File: config.mk
export PLATFORM = sky130hd
export DESIGN_NAME = fir_mac_sequencer
export DESIGN_NICKNAME = d
export VERILOG_FILES = /design/src/rtl/fir_mac_sequencer.sv
export SDC_FILE = /design/constraint.sdc
export NUM_CORES = 1
export LEC_CHECK = 0
export ABC_AREA = 1
export BUFFER_PORTS_ARGS = -buffer_cell sky130_fd_sc_hd__buf_2
export CELL_PAD_IN_SITES_DETAIL_PLACEMENT = 1
export CELL_PAD_IN_SITES_GLOBAL_PLACEMENT = 2
export CORE_ASPECT_RATIO = 0.7
export CORE_UTILIZATION = 40
export DETAILED_ROUTE_END_ITERATION = 8
export GPL_ROUTABILITY_DRIVEN = 1
export GPL_TIMING_DRIVEN = 0
export PLACE_DENSITY = 0.82
export SYNTH_ARGS = -nofsm -noshare
export SYNTH_HDL_FRONTEND = slang
export SYNTH_SLANG_ARGS = --single-unit
File: constraint.sdc
create_clock -name clk -period 4.9 [get_ports clk]
set_clock_uncertainty 0.05 [all_clocks]
set_input_delay 0.245 -clock clk [delete_from_list [all_inputs] [get_ports clk]]
set_output_delay 0.245 -clock clk [all_outputs]
set_load 0.1 [all_outputs]
File: src/rtl/fir_mac_sequencer.sv
// ============================================================================
// Module   : fir_mac_sequencer
// Purpose  : Time-multiplexed FIR tap sequencer/accumulator around one shared
//            combinational signed multiplier.
// Revision : 1.0 - initial release
// ============================================================================
`default_nettype none

module fir_mac_sequencer #(
  parameter int M     = 16,
  parameter int N     = 32,
  parameter int TAPS  = 8,
  parameter int ACC_W = N + $clog2(TAPS)
) (
  input  logic                    clk,
  input  logic                    rst,
  input  logic                    in_valid,
  output logic                    in_ready,
  input  logic signed [M-1:0]     in_data,
  input  logic                    coef_we,
  input  logic [$clog2(TAPS)-1:0] coef_addr,
  input  logic signed [M-1:0]     coef_data,
  output logic signed [M-1:0]     mul_a,
  output logic signed [M-1:0]     mul_b,
  input  logic signed [N-1:0]     mul_res,
  output logic                    out_valid,
  input  logic                    out_ready,
  output logic signed [ACC_W-1:0] out_data
);

  localparam int c_AW = $clog2(TAPS);

  typedef enum logic [1:0] {
    IDLE = 2'd0,
    RUN  = 2'd1,
    DONE = 2'd2
  } state_t;

  state_t r_state, w_next;

  logic signed [M-1:0]     r_hist [TAPS];
  logic signed [M-1:0]     r_coef [TAPS];
  logic [c_AW-1:0]         r_wptr, r_base, r_k, w_idx;
  logic signed [ACC_W-1:0] r_acc, r_out_data, w_prod, w_sum;
  logic                    w_last;

  // Tap k pairs with x[n-k]; the pointer arithmetic wraps at TAPS for free.
  assign w_idx    = r_base - r_k;
  assign w_last   = (r_k == c_AW'(TAPS - 1));
  assign w_prod   = ACC_W'(mul_res);
  assign w_sum    = r_acc + w_prod;
  assign out_data = r_out_data;

  always_ff @(posedge clk) begin
    if (rst) r_state <= IDLE;
    else     r_state <= w_next;
  end

  always_comb begin
    w_next    = r_state;
    in_ready  = 1'b0;
    out_valid = 1'b0;
    mul_a     = '0;
    mul_b     = '0;
    case (r_state)
      IDLE: begin
        in_ready = 1'b1;
        if (in_valid) w_next = RUN;
      end
      RUN: begin
        mul_a = r_hist[w_idx];
        mul_b = r_coef[r_k];
        if (w_last) w_next = DONE;
      end
      DONE: begin
        out_valid = 1'b1;
        if (out_ready) w_next = IDLE;
      end
      default: w_next = IDLE;
    endcase
  end

  always_ff @(posedge clk) begin
    if (rst) begin
      for (int i = 0; i < TAPS; i++) begin
        r_hist[i] <= '0;
        r_coef[i] <= '0;
      end
      r_wptr     <= '0;
      r_base     <= '0;
      r_k        <= '0;
      r_acc      <= '0;
      r_out_data <= '0;
    end else begin
      case (r_state)
        IDLE: begin
          // A same-edge coefficient write lands before the first RUN read.
          if (coef_we) r_coef[coef_addr] <= coef_data;
          if (in_valid) begin
            r_hist[r_wptr] <= in_data;
            r_base         <= r_wptr;
            r_wptr         <= r_wptr + 1'b1;
            r_acc          <= '0;
            r_k            <= '0;
          end
        end
        RUN: begin
          r_acc <= w_sum;
          r_k   <= r_k + 1'b1;
          if (w_last) r_out_data <= w_sum;
        end
        default: ;
      endcase
    end
  end

endmodule

`default_nettype wire

==> results of run 1 <==
synth_stat cells (all sizes together):
master,number
inv,176
a21o,1
nor4,1
nor2,523
o21bai,15
ha,38
nand3,44
clkbuf,41
buf,48
clkinv,1
a31oi,16
o211ai,2
o21ai,179
nand3b,2
fa,2
o21a,13
edfxtp,256
dfxtp,84
nor3,10
o22ai,32
a21oi,89
xor2,15
a311oi,16
a21boi,1
nand2,330
xnor2,5
worst max-delay path, stage by stage (launching register included):
cell and delay, ns:
dfxtp_1 0.39, ha_1 0.17, inv_1 0.05, fa_1 0.58
inv_1 0.21, clkbuf_1 0.38, o21ai_0 0.17, o22ai_1 0.24
nor2_1 0.11, a311oi_1 0.44, buf_2 0.53
registers in the layout (all words and copies together), names as in the netlist, named ones only:
register / flops
r_base: 3
r_wptr: 3
r_state: 2
r_k: 3
out_data: 35
r_coef: 128
r_acc: 35
r_hist: 128
cell type report:
class                           instances  area (um2)  share of cell area, %
Timing Repair Buffer                  141       715.7                  3.682
Tap cell                              544       680.7                  3.501
Clock inverter                         22       191.4                 0.9847
Multi-Input combinational cell       1334        6444                  33.15
Inverter                              177       665.6                  3.424
Buffer                                 89       397.9                  2.047
Sequential cell                       340        9369                  48.19
Clock buffer                           45       975.9                  5.020
logic make-up after synthesis:
kind of cell             synth area share [%]
AND/OR/NAND/NOR                         21.93
XOR/XNOR                                1.127
adder cells (fa/ha/maj)                 3.055
AO/OA/AOI/OAI                           12.07
flip-flops                              55.52
buffers and inverters                   6.302
layer usage:
metal	routed length, um	track usage, %
met1	27720	39.14
met2	23770	39.16
met3	2916	4.071
met4	751	4.678
met5	0	0
per-stage QoR:
stage          cells  utilization (%)  worst slack (ns)  power [uW]
5_1_grt         2692            47.10            0.5848        7606
3_5_place_dp    2623            44.23             1.328        4599
3_3_place_gp    2623            44.23             1.334        4565
6_report        2692            47.10            0.7991        7326
4_1_cts         2692            47.10            0.7402        7368
2_1_floorplan   1940                -            0.5786        4179
worst min path at each step:
stage,from,endpoint,slack (ns),depth (start not counted)
floorplan,out_ready,r_state[1],0.37,3
global placement,out_data[2],out_data[2],0.40,2
detailed placement,out_data[0],out_data[0],0.41,2
CTS,mul_res[0],r_acc[0],0.06,4
global route,mul_res[0],r_acc[0],0.10,4
finish,mul_res[0],r_acc[0],0.08,4
power by group:
group	internal [uW]	switching, uW	total (uW)
logic	307	972	1280
clock network	1580	1200	2780
registers	3220	45.6	3270
total	5110	2210	7330
==> run metrics, run 1 <==
Unique masters post-synth=40; most common cell after layout, fill and taps aside=nor2_1; area fraction of the dominant cell type after synthesis=45.55%; number of global-route vias before repair=14360; post-synthesis sequential area ratio=55.52%; Die ar.=43030 um2; cell accounting for the most synthesized area=edfxtp_1; ANT nets after route=0; Core ar.=41270 um2; CTS Buffer Depth=3; final WL=55160 um; synth warn=0; total I/O pin count=141; Final Setup Violations=0; RR Startpoint=r_state[0]; clk slew on worst S/H paths=0.06 ns; fin crit period=4.101 ns; DP HPWL=41160 um; Port Buffers=139; Leakage=0.008483 uW; # Post-CTS Setup Buffers=0; DRC viols=3; status=finished with violations; H-tree depth=2; die height=173.9 um; later-pin clock latency in the skew report=0.54 ns; Peak Freq=243.9 MHz; CTS Sinks=340; worst hold slack=0.07737 ns; Synth Area per Inst=8.699 um2; violated checks=design-rule violations; post-synthesis register bit count=340; FILL cells=4901; CTS Hold Buffers Added=2; Final GP Congestion=0.9157; final-stage net count=2232; Slew Viols, Final=0; Initial Util=40.89%; Critical Path Source Type=flop; fin area=19440 um2; worst reg-to-reg path cell count=6; Worst setup EP type=output pin; Mapped Area=16880 um2; RSZ-0062 raised after global routing=no; placed instance area=18250 um2; CTS tree=yes; Reg2Reg Setup Slack=2.14 ns; maxcap violations=0; required time worst endpoint=4.61 ns; critical path class=reg -> out; CP endpoint=mul_a[2]; WP data arrival=3.81 ns; Relative slew margins=39.51%; Cell Pwr Density=376.8 nW/um2; DR iter-0 viols=905; Via density=5.240; DRT Pass-1 Iters=7; Rows=62; Vias=14110; share of layout cells above drive strength 1=14.48%; worst ir drop on vdd=0.2047 mV; Synth area leaders=edfxtp_1 (46%), nor2_1 (11%), dfxtp_1 (10%); actual transition at the worst max-transition pin=0.9051 ns; Critical Path Source=r_k[0]; Hold Path Class=in -> reg; Total Routing Usage GR=25.89%; CP max FO=10; first-pass GRT wire length=84190 um; ant diodes=0; grt ovf=0; Final Cycle Share=83.69%; synthesized netlist cell count=1940; final hold violations=0; Routed WL per cell=20.49 um; antenna violations before repair=0; post-CTS resize count=0; Setup Total Neg Slack=0 ns; Root Buffer=clkbuf_16; syn nets=2052; commonest non-fill, non-tap cells in the layout=nor2_1 (513), nand2_1 (292), edfxtp_1 (256); r2r endpoint=r_hist[6][11]; die span in x=247.5 um; Num CTS Buffers=37; Layout area overhead=15.19%; largest net degree at the start of global routing=17
(Power assumes the default switching activity.)
==> inputs of run 2 (changes only) <==
--- a/config.mk
+++ b/config.mk
@@ -10,11 +10,11 @@
 export CELL_PAD_IN_SITES_DETAIL_PLACEMENT = 1
 export CELL_PAD_IN_SITES_GLOBAL_PLACEMENT = 2
 export CORE_ASPECT_RATIO = 0.7
-export CORE_UTILIZATION = 40
+export CORE_UTILIZATION = 37
 export DETAILED_ROUTE_END_ITERATION = 8
 export GPL_ROUTABILITY_DRIVEN = 1
 export GPL_TIMING_DRIVEN = 0
-export PLACE_DENSITY = 0.82
+export PLACE_DENSITY = 0.77
 export SYNTH_ARGS = -nofsm -noshare
 export SYNTH_HDL_FRONTEND = slang
 export SYNTH_SLANG_ARGS = --single-unit
==> constraint.sdc (replaced) <==
create_clock -name clk -period 3.8 [get_ports clk]
set_clock_uncertainty 0.05 [all_clocks]
set_input_delay 0.19 -clock clk [delete_from_list [all_inputs] [get_ports clk]]
set_output_delay 0.19 -clock clk [all_outputs]
set_load 0.1 [all_outputs]
==> run metrics, run 2 (same netlist as run 1, synthesis figures left out) <==
Layout area overhead=16.27%; WP buf/inv=4; worst-path cell chain=ha_1 > inv_1 > fa_1 > inv_1 > clkbuf_2 > o21ai_0 > o22ai_1 > nor2_1 > a311oi_2 > buf_4; ant diodes=0; CTS Buffer Depth=3; Largest regs=r_coef x128, r_hist x128; maxcap violations=0; worst reg-to-reg path cell count=6; first-pass GRT wire length=84410 um; WP data arrival=3.43 ns; Cell Pwr Density=477.3 nW/um2; ANT nets after route=0; DRT Pass-1 Iters=5; RSZ-0062 raised after global routing=yes; FILL cells=5335; DRC viols=0; cell count along the critical path=10; Critical Path Source=r_k[0]; Top Family by Delay on Critical Path=buffers and inverters; Slew Viols, Final=0; Via density=5.073; Vias=13950; Setup Total Neg Slack=0 ns; grt ovf=0; r2r endpoint=r_coef[7][2]; final-stage net count=2233; critical path class=reg -> out; Final GP Congestion=0.8938; die span in x=257.3 um; Root Buffer=clkbuf_16; final hold violations=0; worst ir drop on vdd=0.2239 mV; Peak Freq=272.8 MHz; Die ar.=46480 um2; clk slew on worst S/H paths=0.06 ns; commonest non-fill, non-tap cells in the layout=nor2_1 (513), nand2_1 (292), edfxtp_1 (256); number of global-route vias before repair=14130; Final Setup Violations=0; Worst setup EP type=output pin; RR Startpoint=r_state[1]; actual transition at the worst max-transition pin=1.005 ns; required time worst endpoint=3.56 ns; status=finished clean; post-layout util=43.55%; fin crit period=3.666 ns; CP endpoint=mul_a[4]; antenna violations before repair=0; Reg2Reg Setup Slack=1.05 ns; die height=180.7 um; DR iter-0 viols=967; Total Routing Usage GR=23.83%; later-pin clock latency in the skew report=0.54 ns; CTS Sinks=340; Port Buffers=139; Num CTS Buffers=38; share of layout cells above drive strength 1=15.14%; CP max FO=10; Initial Util=37.46%; Leakage=0.008490 uW; Routed WL per cell=20.07 um; Crit path largest cell delay=0.59 ns; Critical Path Source Type=flop; area of the multi-input gates=6544 um2; most common cell after layout, fill and taps aside=nor2_1; H-tree depth=2; Relative slew margins=32.97%; largest net degree at the start of global routing=17; slowest CP cell=fa_1; final WL=55200 um; CTS tree=yes; Core ar.=45060 um2; Final Cycle Share=96.48%; total I/O pin count=141; register area=9369 um2; Hold Path Class=in -> reg; DP HPWL=41460 um; Rows=65; hold depth=3; most frequent CP cell=inv_1
run 2: cell count changes in the layout (fill, tap and decap cells not counted), sizes merged:
| cell | before | now |
|---|---|---|
| clkbuf | 86 | 98 |
| clkinv | 16 | 12 |
| buf | 187 | 184 |
| bufinv | 3 | 0 |
| inv | 178 | 176 |
| clkinvlp | 2 | 1 |
run 2: metal layers:
metal	global-route usage, %	vias up	routed length, um
met2	35.54	289	23120
met3	3.657	56	2771
met5	0	-	0
met4	5.190	0	976
met1	36.13	6809	28330
li1	-	6796	-
run 2: worst min-delay path by stage:
| stage | startpoint | endpoint | slack, ns |
|---|---|---|---|
| 2_1_floorplan | out_ready | r_state[1] | 0.31 |
| 3_5_place_dp | out_ready | r_state[1] | 0.41 |
| 6_report | coef_data[14] | r_coef[0][14] | 0.04 |
| 4_1_cts | coef_data[13] | r_coef[2][13] | 0.02 |
| 3_3_place_gp | out_data[0] | out_data[0] | 0.40 |
| 5_1_grt | coef_data[14] | r_coef[0][14] | 0.05 |
run 2: area by class of cell:
type,count,share of cell area (%)
buffer,89,2.053
clock buffer,54,5.362
clock inverter,12,0.3953
inverter,177,3.392
multi-input combinational,1334,33.35
sequential,340,47.75
tap,603,3.845
timing repair buffer,141,3.858
run 2: timing repair:
| action | CTS | global route |
|---|---|---|
| hold buffers | 2 | 0 |
| endpoints found under the hold margin | 4 | 0 |
| endpoints found under the setup margin | 12 | 9 |
| buffers inserted | 0 | 0 |
| pin swaps | 0 | 0 |
| gates resized for setup | 10 | 12 |
run 2: metrics by stage:
stage	worst slack (ns)	cell area [um2]	total power [uW]	hold slack, ns	instances
2_1_floorplan	0.5297	16980	5422	0.3121	1940
3_3_place_gp	0.4250	18430	5930	0.4027	2682
3_5_place_dp	0.3596	18430	5966	0.4073	2682
4_1_cts	0.04198	19600	9429	0.01672	2750
5_1_grt	-0.02439	19620	9751	0.04934	2750
6_report	0.1338	19620	9366	0.03977	2750
run 2: tightest hold or removal path: cells and delay by family:
kind	cells	cell delay [ns]
buffers and inverters	2	0.21
and+or+nand+nor	1	0.13
run 2: report_power, final:
group	total [uW]	internal (uW)	leakage (uW)	switching, uW
logic	1700	421	0.00464	1280
registers	4210	4160	0.00331	57.1
clock network	3460	1930	0.000545	1530
total	9370	6510	0.00849	2860
==> inputs of run 3 (changes only) <==
==> constraint.sdc (replaced) <==
create_clock -name clk -period 4.1 [get_ports clk]
set_clock_uncertainty 0.05 [all_clocks]
set_input_delay 0.205 -clock clk [delete_from_list [all_inputs] [get_ports clk]]
set_output_delay 0.205 -clock clk [all_outputs]
set_load 0.1 [all_outputs]
==> run metrics, run 3 (same netlist as run 1, synthesis figures left out) <==
Port Buffers=139; Initial Util=37.46%; CTS Sinks=340; r2r endpoint=r_coef[7][2]; final hold violations=0; required time worst endpoint=3.85 ns; final WL=55210 um; post-place setup slack=0.6446 ns; ANT nets after route=0; clock power share=36.9%; H-tree depth=2; WP buf/inv=3; Total Routing Usage GR=23.82%; Final GP Congestion=0.8938; Via density=5.075; Rows=65; Slew Viols, Final=0; Die ar.=46480 um2; Cell Pwr Density=442.3 nW/um2; final-stage net count=2233; RSZ-0062 raised after global routing=no; DRT Pass-1 Iters=5; Core ar.=45060 um2; CTS Buffer Depth=3; Critical Path Source Type=flop; Sequential Power Share=45.1%; Layout area overhead=16.09%; antenna violations before repair=0; switching share of total power=30.50%; Largest regs=r_coef x128, r_hist x128; Reg2Reg Setup Slack=1.35 ns; worst-path cell chain=ha_1 > inv_1 > fa_1 > clkbuf_1 > o21ai_0 > o22ai_1 > nor2_1 > a311oi_2 > clkbuf_4; RR Startpoint=r_state[1]; total I/O pin count=141; DR iter-0 viols=976; PnR Total Power=8664 uW; hold path endpoint=r_coef[0][14]; worst hold path startpoint=coef_data[14]; number of global-route vias before repair=14120; grt ovf=0; DP HPWL=41460 um; Routed WL per cell=20.08 um; ant diodes=0; Top Family by Delay on Critical Path=buffers and inverters; Relative slew margins=34.91%; largest net degree at the start of global routing=17; worst ir drop on vdd=0.2080 mV; Final Setup Violations=0; Leakage=0.008480 uW; Num CTS Buffers=38; Worst setup EP type=output pin; WP data arrival=3.60 ns; Final Cycle Share=94.11%; sw power=2642 uW; Crit path largest cell delay=0.67 ns; placed instance area=18430 um2; fin crit period=3.858 ns; maxcap violations=0; most common cell after layout, fill and taps aside=nor2_1; worst hold slack=0.05403 ns; Peak Freq=259.2 MHz; Setup Total Neg Slack=0 ns; DRC viols=0; commonest non-fill, non-tap cells in the layout=nor2_1 (513), nand2_1 (292), edfxtp_1 (256); CP max FO=10; critical path class=reg -> out; hold depth=3; share of layout cells above drive strength 1=15.04%; Hold Path Class=in -> reg; fin worst setup slack=0.2417 ns; fin area=19590 um2; status=finished clean; Vias=13960; slowest CP cell=fa_1; first-pass GRT wire length=84370 um; clk slew on worst S/H paths=0.06 ns; later-pin clock latency in the skew report=0.54 ns; actual transition at the worst max-transition pin=0.9764 ns; P_int=6022 uW; worst reg-to-reg path cell count=6; combinational power share=18.0%; die span in x=257.3 um; die height=180.7 um; CTS tree=yes; Root Buffer=clkbuf_16
[run 3: cell types whose count changed in the layout (fill, tap and decap cells not counted)]
cell / before / now
buf_2: 164 / 171
buf_4: 10 / 4
buf_6: 3 / 0
clkbuf_1: 48 / 50
clkbuf_2: 6 / 4
clkbuf_4: 3 / 5
[run 3: worst reg2reg max path: cells and delay by family, from the launching register on]
family,cells,cell delay (ns)
buffers and inverters,1,0.26
flip-flops,1,0.35
AND/OR/NAND/NOR,5,1.72
[run 3: area by class of cell]
| cell class | instances | area, um2 |
|---|---|---|
| Fill cell | 5341 | 25460 |
| Sequential cell | 340 | 9369 |
| Multi-Input combinational cell | 1334 | 6544 |
| Clock buffer | 54 | 1052 |
| Tap cell | 603 | 754.5 |
| Timing Repair Buffer | 141 | 728.2 |
| Inverter | 177 | 665.6 |
| Buffer | 89 | 400.4 |
| Clock inverter | 12 | 77.57 |
[run 3: power by group through the flow]
| stage | logic [uW] | clock network [uW] | registers, uW |
|---|---|---|---|
| after floorplan | 1070 | 0 | 3960 |
| after global placement | 1530 | 0 | 3970 |
| after detailed placement | 1550 | 0 | 3980 |
| after CTS | 1560 | 3270 | 3900 |
| after global routing | 1700 | 3410 | 3920 |
| final | 1560 | 3200 | 3900 |
[run 3: per-stage QoR]
| step | std cells | utilization (%) |
|---|---|---|
| 3_3_place_gp | 2682 | 40.90 |
| 5_1_grt | 2750 | 43.48 |
| 3_5_place_dp | 2682 | 40.90 |
| 6_report | 2750 | 43.48 |
| 4_1_cts | 2750 | 43.45 |
| 2_1_floorplan | 1940 | - |
[run 3: what timing repair did]
action                                  in CTS  in global routing
buffers inserted                             0                  0
endpoints found under the hold margin        4                  0
hold buffers                                 2                  0
endpoints found under the setup margin       0                  6
gates resized for setup                      0                  9
[run 3: how the worst max path moves through the flow]
stage / startpoint / end / cells past startpoint
floorplan: r_base[0] / mul_a[11] / 10
global placement: r_k[0] / mul_a[14] / 10
detailed placement: r_k[0] / mul_a[14] / 10
CTS: r_k[0] / mul_a[1] / 10
global route: r_k[0] / mul_a[1] / 9
finish: r_k[0] / mul_a[1] / 9
[run 3: layer usage]
| layer | wire length, um | GRT usage (%) |
|---|---|---|
| met5 | 0 | 0 |
| met4 | 952 | 5.190 |
| met3 | 2705 | 3.657 |
| met2 | 23140 | 35.51 |
| met1 | 28410 | 36.12 |
